### config.mk
export PLATFORM = sky130hd
export DESIGN_NAME = seq_detect_param
export DESIGN_NICKNAME = d
export VERILOG_FILES = /design/src/rtl/seq_detect_pkg.sv /design/src/rtl/seq_hist_shift.sv /design/src/rtl/seq_detect_param.sv
export SDC_FILE = /design/constraint.sdc
export NUM_CORES = 1
export LEC_CHECK = 0
export ABC_AREA = 1
export ABC_CLOCK_PERIOD_IN_PS = 2800
export BUFFER_PORTS_ARGS = -buffer_cell sky130_fd_sc_hd__clkbuf_2
export CAP_MARGIN = 20
export CORE_MARGIN = 2
export CORE_UTILIZATION = 36
export CTS_CLUSTER_SIZE = 16
export DETAILED_ROUTE_END_ITERATION = 8
export GPL_TIMING_DRIVEN = 0
export PLACE_DENSITY_LB_ADDON = 0.1
export SLEW_MARGIN = 20
export SYNTH_ARGS = -nofsm -noshare
export SYNTH_HDL_FRONTEND = slang
export SYNTH_HIERARCHICAL = 1
export SYNTH_SLANG_ARGS = --single-unit
### constraint.sdc
create_clock -name i_clk -period 2.8 [get_ports i_clk]
set_input_delay 0.56 -clock i_clk [delete_from_list [all_inputs] [get_ports i_clk]]
set_output_delay 0.56 -clock i_clk [all_outputs]
set_load 0.05 [all_outputs]
### src/rtl/seq_detect_pkg.sv
// rtl/seq_detect_pkg.sv - shared state encoding, default sizes and width helper for seq_detect_param
package seq_detect_pkg;

    localparam int DEF_SYM_W   = 2;
    localparam int DEF_SEQ_LEN = 4;
    localparam int DEF_CNT_W   = 8;

    typedef enum logic {
        S_FILL  = 1'b0,
        S_ARMED = 1'b1
    } state_t;

    // Bits needed to hold values 0..value-1; never less than 1.
    function automatic int clog2(input int value);
        int r;
        r = 1;
        for (int i = 1; i < 31; i++) begin
            if ((1 << i) < value) begin
                r = i + 1;
            end
        end
        return r;
    endfunction

endpackage

### src/rtl/seq_hist_shift.sv
// rtl/seq_hist_shift.sv - SEQ_LEN x SYM_W symbol history with shift-enable and flush
module seq_hist_shift
    import seq_detect_pkg::*;
#(
    parameter int SYM_W   = DEF_SYM_W,
    parameter int SEQ_LEN = DEF_SEQ_LEN
) (
    input  logic                     i_clk,
    input  logic                     i_rst_n,
    input  logic                     i_shift,
    input  logic                     i_flush,
    input  logic [SYM_W-1:0]         i_symbol,
    output logic [SEQ_LEN*SYM_W-1:0] o_next
);

    localparam int HW = SEQ_LEN * SYM_W;

    logic [HW-1:0] hist_q;
    logic [HW-1:0] hist_next;

    // Newest symbol enters the top slot; slot 0 holds the oldest.
    generate
        if (SEQ_LEN == 1) begin : g_single
            assign hist_next = i_symbol;
        end else begin : g_multi
            assign hist_next = {i_symbol, hist_q[HW-1:SYM_W]};
        end
    endgenerate

    always_ff @(posedge i_clk or negedge i_rst_n) begin
        if (!i_rst_n) begin
            hist_q <= '0;
        end else if (i_flush) begin
            hist_q <= '0;
        end else if (i_shift) begin
            hist_q <= hist_next;
        end
    end

    assign o_next = hist_next;

    // The oldest slot is shifted out before it is ever compared again.
    wire unused_oldest = ^hist_q[SYM_W-1:0];

endmodule

### src/rtl/seq_detect_param.sv
// rtl/seq_detect_param.sv - parametrised symbol-sequence detector; SEQ_DETECT_TIMEOUT_EN adds idle flush
module seq_detect_param
    import seq_detect_pkg::*;
#(
    parameter int SYM_W   = DEF_SYM_W,
    parameter int SEQ_LEN = DEF_SEQ_LEN,
    parameter int CNT_W   = DEF_CNT_W,
    parameter int TIMEOUT = 16
) (
    input  logic                     i_clk,
    input  logic                     i_rst_n,
    input  logic                     i_load,
    input  logic [SEQ_LEN*SYM_W-1:0] i_pattern,
    input  logic                     i_overlap,
    input  logic                     i_valid,
    input  logic [SYM_W-1:0]         i_symbol,
    output logic                     o_match,
    output logic [CNT_W-1:0]         o_match_cnt,
    output logic                     o_armed
);

    localparam int                FILL_W    = clog2(SEQ_LEN + 1);
    localparam logic [FILL_W-1:0] FILL_FULL = FILL_W'(SEQ_LEN);

    state_t                   state_q, state_d;
    logic [FILL_W-1:0]        fill_q, fill_d, fill_inc;
    logic [SEQ_LEN*SYM_W-1:0] pattern_q;
    logic [SEQ_LEN*SYM_W-1:0] hist_next;
    logic [CNT_W-1:0]         cnt_q;
    logic                     match_q;
    logic                     shift;
    logic                     flush;
    logic                     timeout;
    logic                     hit;

    // A load cycle discards any symbol presented alongside it.
    assign shift = i_valid && !i_load;
    assign flush = i_load || timeout;

`ifdef SEQ_DETECT_TIMEOUT_EN
    localparam int              IDLE_W    = clog2(TIMEOUT + 1);
    localparam logic [IDLE_W-1:0] IDLE_LAST = IDLE_W'(TIMEOUT - 1);

    logic [IDLE_W-1:0] idle_q;

    assign timeout = !i_valid && !i_load && (idle_q == IDLE_LAST);

    always_ff @(posedge i_clk or negedge i_rst_n) begin
        if (!i_rst_n) begin
            idle_q <= '0;
        end else if (i_valid || i_load || timeout) begin
            idle_q <= '0;
        end else begin
            idle_q <= idle_q + 1'b1;
        end
    end
`else
    assign timeout = 1'b0;
    wire unused_timeout = (TIMEOUT > 0);
`endif

    seq_hist_shift #(
        .SYM_W   (SYM_W),
        .SEQ_LEN (SEQ_LEN)
    ) u_hist (
        .i_clk    (i_clk),
        .i_rst_n  (i_rst_n),
        .i_shift  (shift),
        .i_flush  (flush),
        .i_symbol (i_symbol),
        .o_next   (hist_next)
    );

    always_comb begin
        fill_inc = (fill_q == FILL_FULL) ? FILL_FULL : fill_q + 1'b1;
        hit      = shift && (hist_next == pattern_q) && (fill_inc == FILL_FULL);
        state_d  = state_q;
        fill_d   = fill_q;
        if (flush) begin
            state_d = S_FILL;
            fill_d  = '0;
        end else if (shift) begin
            if (hit && !i_overlap) begin
                state_d = S_FILL;
                fill_d  = '0;
            end else begin
                fill_d = fill_inc;
                if (fill_inc == FILL_FULL) begin
                    state_d = S_ARMED;
                end
            end
        end
    end

    always_ff @(posedge i_clk or negedge i_rst_n) begin
        if (!i_rst_n) begin
            state_q <= S_FILL;
            fill_q  <= '0;
        end else begin
            state_q <= state_d;
            fill_q  <= fill_d;
        end
    end

    always_ff @(posedge i_clk or negedge i_rst_n) begin
        if (!i_rst_n) begin
            pattern_q <= '0;
        end else if (i_load) begin
            pattern_q <= i_pattern;
        end
    end

    always_ff @(posedge i_clk or negedge i_rst_n) begin
        if (!i_rst_n) begin
            match_q <= 1'b0;
            cnt_q   <= '0;
        end else begin
            match_q <= hit;
            if (hit && (cnt_q != {CNT_W{1'b1}})) begin
                cnt_q <= cnt_q + 1'b1;
            end
        end
    end

    assign o_match     = match_q;
    assign o_match_cnt = cnt_q;
    assign o_armed     = (state_q == S_ARMED);

endmodule

Word-level counts from Yosys, hierarchy flattened:

Index checks and enable logic that the tools add are counted.
Widths: inputs -> output; s select.

* output and inout port bits: 10
* bits of input ports: 15
* flip-flop bits (word level): 29
* logic and storage cells: 32

* muxes and demuxes: 10
* add/sub/neg operators: 2
* equality and inequality tests: 4
* reduce and logical (&&, ||, !) cells: 10

Operator list (number)
* $mux 8: 2
* $mux 3: 4
* $add 8x1->8 const B: 1
* $eq 8x8->1: 1
* $ne 8x8->1 const B: 1
* $eq 3x3->1 const B: 2
* $logic_and 1x1->1: 5
* $mux 1: 4
* $add 3x1->3 const B: 1
* $reduce_bool 3->1: 1
* $logic_not 1->1: 2
* $reduce_and 2->1: 1
* $reduce_bool 2->1: 1

Depth between registers and ports, before layout:

* depth in word-level cells: 8
* gate-level depth with buffers: 10
* depth with buffers taken out: 9

Modules after synthesis:

Netlist, hierarchy kept.

Modules (own cells, without submodules)
* seq_detect_param: area each 1187.4 µm², times used 1, cells an instance 155, sequential area each 525.5 µm²
* seq_hist_shift: area each 255.2 µm², times used 1, cells an instance 28, sequential area each 150.1 µm²

Worst setup path before layout:

OpenSTA, ideal clock, no wires.

* path kind: register to register
* start point: register cnt_q[0] (netlist: o_match_cnt[0])
* end point: register cnt_q[6] (netlist: o_match_cnt[6])
* period minus slack after synthesis: 1.835 ns
* data arrival time: 1.761 ns
* library setup time: 0.074 ns
* path buffers: 1
* setup slack: 0.965 ns
* required time: 2.726 ns
* stages on the path, launching flop included: 9
* cells stage by stage: dfrtp_1 > ha_1 > nand2_1 > nor3_2 > nand3_1 > nand3_2 > buf_6 > nand2_2 > o21ai_2

* longest elaborated chain between the ends: 2
* elaborated cells between the ends (all ways): 3
* those cells by class: add/sub (1); eq/ne (1); reduce/logical (1)

Ends and longest elaborated chain
* from (decl): RTL line seq_detect_param.sv:29 `logic [CNT_W-1:0] cnt_q;`
* from (signal assigned): RTL line seq_detect_param.sv:120 `cnt_q <= cnt_q + 1'b1;`
* branches (longest 2 deep; another with $add 8x1->8)

Parallel ways; which one is timed is not known.
A chain may end at the register's enable or synchronous reset.

Worst setup path in the final report:

* start point: register fill_q[0]
* end point: register cnt_q[6] (netlist: o_match_cnt[6])

* longest elaborated chain between the ends: 5
* elaborated cells between the ends (all ways): 6
* those cells by class: add/sub (1); eq/ne (2); mux (1); reduce/logical (2)

Ends and longest elaborated chain
* from (decl): RTL line seq_detect_param.sv:26 `logic [FILL_W-1:0] fill_q, fill_d, fill_inc;`
* from (signal assigned): RTL line seq_detect_param.sv:101 `fill_q <= fill_d;`
* $add 3x1->3 or $eq 3x3->1 (tied branches): RTL line seq_detect_param.sv:75 `fill_inc = (fill_q == FILL_FULL) ? FILL_FULL : fill_q + 1'b1;`
* $mux 3 (*): RTL line seq_detect_param.sv:75
* $eq 3x3->1 (*): RTL line seq_detect_param.sv:76 `hit = shift && (hist_next == pattern_q) && (fill_inc == FILL_FULL);`
* $logic_and 1x1->1 (*): RTL line seq_detect_param.sv:76
* $logic_and 1x1->1 (*): RTL line seq_detect_param.sv:119 `if (hit && (cnt_q != {CNT_W{1'b1}})) begin`

Every way passes the cells marked *; elsewhere a longest branch is shown, timed or not.

==> impl_table.tex <==
\begin{tabular}{lr}
\hline
Metric & Value \\
\hline
\multicolumn{2}{l}{\textbf{Route}} \\
Post-detailed-routing wire length & 2.86 mm \\
Number of design rule violations left after detail routing & 0 \\
Remaining antenna violation count & 0 \\
Routed wirelength normalized by instance count & 10.9 um \\
Router iterations before antenna repair & 4 \\
Number of vias in the routed layout & 1165 \\
Average vias per placed instance & between 4 and 5 \\
Starting DRT DRC Count & 40 \\
\multicolumn{2}{l}{\textbf{Die}} \\
IO Pins & 25 \\
Core ar. & 3910 sq um \\
Initial core utilization & between 30\% and 40\% \\
Standard-cell row count & 23 \\
DIE WIDTH & 67.3 um \\
Die extent in y & 67.3 um \\
DIE AREA & 4530 sq um \\
\multicolumn{2}{l}{\textbf{Yosys}} \\
Combined area of all synthesized cells & 1440 sq um \\
Most common library cells after synthesis & 58 x sky130\_fd\_sc\_hd\_\_nand2\_1, 31 x sky130\_fd\_sc\_hd\_\_inv\_1, 27 x sky130\_fd\_sc\_hd\_\_dfrtp\_1, 15 x sky130\_fd\_sc\_hd\_\_nand3\_1 \\
Most common cell in the synthesized netlist & sky130\_fd\_sc\_hd\_\_nand2\_1 \\
Biggest area consumer among synthesized cells & sky130\_fd\_sc\_hd\_\_dfrtp\_1 \\
Post-synth net total & between 200 and 250 \\
Synthesized area divided by synthesized cell count & 7.88 sq um \\
Area share of the largest cell type after synthesis & 46.8\% \\
Sequential element share of the synthesized area & 46.8\% \\
Number of enable flip-flop cells after synthesis & 0 \\
Commonest register cell after synthesis & sky130\_fd\_sc\_hd\_\_dfrtp\_1 \\
Yosys warns & 6 \\
Post-synthesis instance total & 183 \\
Main area contributors after synthesis & sky130\_fd\_sc\_hd\_\_dfrtp\_1 47\%, sky130\_fd\_sc\_hd\_\_nand2\_1 15\%, sky130\_fd\_sc\_hd\_\_inv\_1 8.1\%, sky130\_fd\_sc\_hd\_\_nand3\_1 5.2\%, sky130\_fd\_sc\_hd\_\_o21ai\_2 4.2\% \\
Share of synthesized registers carrying an async set or reset & 100\% \\
Total of flip-flops plus latches after synthesis & 27 \\
Count of different cell masters after synthesis & 22 \\
\multicolumn{2}{l}{\textbf{Setup path}} \\
Slowest Stage Delay on Critical Path & 0.39 ns \\
Critical Path Start Type & register \\
CP Data Required Time & $\sim$3 ns \\
CP arrival & roughly 2 ns \\
CP max stage cell & sky130\_fd\_sc\_hd\_\_dfrtp\_1 \\
Endpoint type of the worst setup path & register \\
Worst Path Max Fanout & 10 \\
Buffering stage count on the worst path with inverters included & 2 \\
Crit path kind & register to register \\
Largest delay contributor family on the critical path & simple AND/OR/NAND/NOR gates \\
Cell-by-cell listing of the critical path & inv\_1, ha\_1, o21ai\_0, nand2\_1, nor2\_1, nand3\_2, buf\_6, nand2\_2, o21ai\_2 \\
\multicolumn{2}{l}{\textbf{Clock tree}} \\
Clk pin slew, worst setup/hold paths & 0.10 ns \\
Latest clock arrival within the worst-skew pair & approximately 0.27 ns \\
H-Tree Level Count & 1 \\
Sinks on the clock net & 27 \\
Clock tree from TritonCTS & built \\
Post-CTS setup-driven buffer insertion count & 0 \\
Hold buffer count at CTS & 0 \\
TritonCTS Buffers & 3 \\
Largest buffer count on any clock path & 2 \\
Count of cells resized by post-cts repair & 0 \\
Cell chosen for the clock root & sky130\_fd\_sc\_hd\_\_clkbuf\_8 \\
\multicolumn{2}{l}{\textbf{Timing}} \\
Least-Margin Pin Slew & 0.717 ns \\
Clock skew & 0.00731 ns \\
Final Hold Fails & 0 \\
Highest clock rate & between 0.5 and 0.6 GHz \\
Number of slew-limit violations in the final report & 0 \\
Unrepaired setup endpoints after global routing & no \\
Final cycle utilization of the critical path & 66.3\% \\
Total setup violations reported at the end of the flow & 0 \\
Post-layout min period & 1.86 ns \\
Accumulated negative setup slack & 0 ns \\
Worst max-slew margin expressed relative to the limit & a little over half \\
\multicolumn{2}{l}{\textbf{Power}} \\
Overall Power & 0.720 mW \\
Largest voltage drop on the vdd net & 157 uV \\
Static leakage & 0.871 nW \\
Power Density & between 400 and 500 nW/um\^{}2 \\
\multicolumn{2}{l}{\textbf{GRT}} \\
Total track usage & 14.2\% \\
Overflow left after global routing & 0 \\
Number of global-route vias before repair & 1185 \\
Largest net degree at the start of global routing & 28 \\
Antenna violations before repair & 0 \\
Global-route wire length before repair & 4.94 mm \\
\multicolumn{2}{l}{\textbf{Layout}} \\
Final Net Count & 230 \\
Share of layout cells above drive strength 1 & 21.3\% \\
Area growth syn-to-layout & 16.0\% \\
Register cell area after layout & 676 sq um \\
Footprint of the multi-input gates & 617 sq um \\
Number of antenna cells inserted & 0 \\
Number of fill cells & between 400 and 500 \\
\multicolumn{2}{l}{\textbf{Status}} \\
Status & finished, final reports clean \\
\multicolumn{2}{l}{\textbf{Placement}} \\
Half-perimeter wire length after placement & 2.20 mm \\
Routability Congestion & 0.763 \\
Quantity of I/O buffers inserted on ports & 24 \\
\multicolumn{2}{l}{\textbf{Hold path}} \\
Path type of the worst min-delay path & primary input to asynchronous set/reset pin \\
\multicolumn{2}{l}{\textbf{Flow run}} \\
Max cap viols & 0 \\
\hline
\end{tabular}
worst paths after layout:
kind	slack [ns]	end	start	cells after the start
min in group i_clk	0.48	pattern_q[5]$_DFFE_PN0P_	i_pattern[5]	3
setup / recovery	0.94	o_match_cnt[6]$_DFFE_PN0P_	fill_q[0]$_DFFE_PN0P_	9
setup reg to reg	0.94	o_match_cnt[6]$_DFFE_PN0P_	fill_q[0]$_DFFE_PN0P_	9
max in group asynchronous	2.02	o_match_cnt[5]$_DFFE_PN0P_	i_rst_n	1
hold / removal	0.32	pattern_q[0]$_DFFE_PN0P_	i_rst_n	1
hold reg to reg	0.51	u_hist/hist_q[2]$_DFFE_PN0P_	u_hist/hist_q[2]$_DFFE_PN0P_	2
per-stage QoR:
step                      area, sq um  hold slack (ns)  setup slack, ns  util, %  instances
after floorplan                  1440            0.264            0.965        -        183
after global placement           1630            0.482            0.813     41.5        257
after detailed placement         1630            0.483            0.795     41.5        257
after CTS                        1670            0.332            0.907     42.8        261
after global routing             1670            0.341            0.777     42.8        261
final                            1670            0.319            0.943     42.8        261
layer usage:
layer,GRT usage (%),part of all wire [%],wire (um),vias up
met5,0,0,0,-
met4,4.59,0.63,18,0
met3,2.00,3.6,104,2
met2,23.9,47,1350,17
met1,18.9,48,1380,529
li1,-,-,-,617
state kept, by name, summed over array words and instances, names as in the netlist:
register       flops
u_hist/hist_q      6
o_match_cnt        8
o_armed            1
pattern_q          8
fill_q             3
o_match            1
layout by cell type (no fill, tap or decap), drive strengths merged:
master and instances:
buf 3, clkbuf 28, clkinvlp 1, dfrtp 27, ha 3, inv 32
nand2 60, nand3 16, nand4 2, nor2 12, nor3 1, nor4 1
o21ai 17, o21bai 1, xnor2 4, xor2 3
layout make-up:
| cell class | count | area share, % |
|---|---|---|
| multi-input combinational | 120 | 36.8 |
| tap | 50 | 3.74 |
| inverter | 32 | 7.17 |
| timing repair buffer | 24 | 7.17 |
| sequential | 27 | 40.4 |
| buffer | 4 | 1.79 |
| clock buffer | 3 | 2.47 |
| clock inverter | 1 | 0.448 |
power breakdown:
group          internal (mW)  switching, mW  total [mW]  leakage (nW)
logic                 0.0292         0.0520      0.0812         0.489
registers              0.405        0.00861       0.413         0.360
clock network          0.101          0.124       0.225        0.0217
total                  0.535          0.185       0.720         0.871
kinds of logic (layout without fill, tap and decap cells):
kind of cell             after synthesis  in the layout  synth area share, %
buffers and inverters                 36             64                 10.4
XOR/XNOR                               7              7                 4.25
AND/OR/NAND/NOR                       92             92                 27.7
adder cells (fa/ha/maj)                3              3                 2.60
AO/OA/AOI/OAI                         18             18                 8.24
flip-flops                            27             27                 46.8
worst register-to-register path: stages, from the launching register on:
cell and delay (ns):
sky130_fd_sc_hd__dfrtp_1 0.39, sky130_fd_sc_hd__inv_1 0.12, sky130_fd_sc_hd__ha_1 0.26, sky130_fd_sc_hd__o21ai_0 0.17, sky130_fd_sc_hd__nand2_1 0.12, sky130_fd_sc_hd__nor2_1 0.19, sky130_fd_sc_hd__nand3_2 0.19, sky130_fd_sc_hd__buf_6 0.20
sky130_fd_sc_hd__nand2_2 0.06, sky130_fd_sc_hd__o21ai_2 0.05
Note: power is estimated with default switching activity, not from simulation.
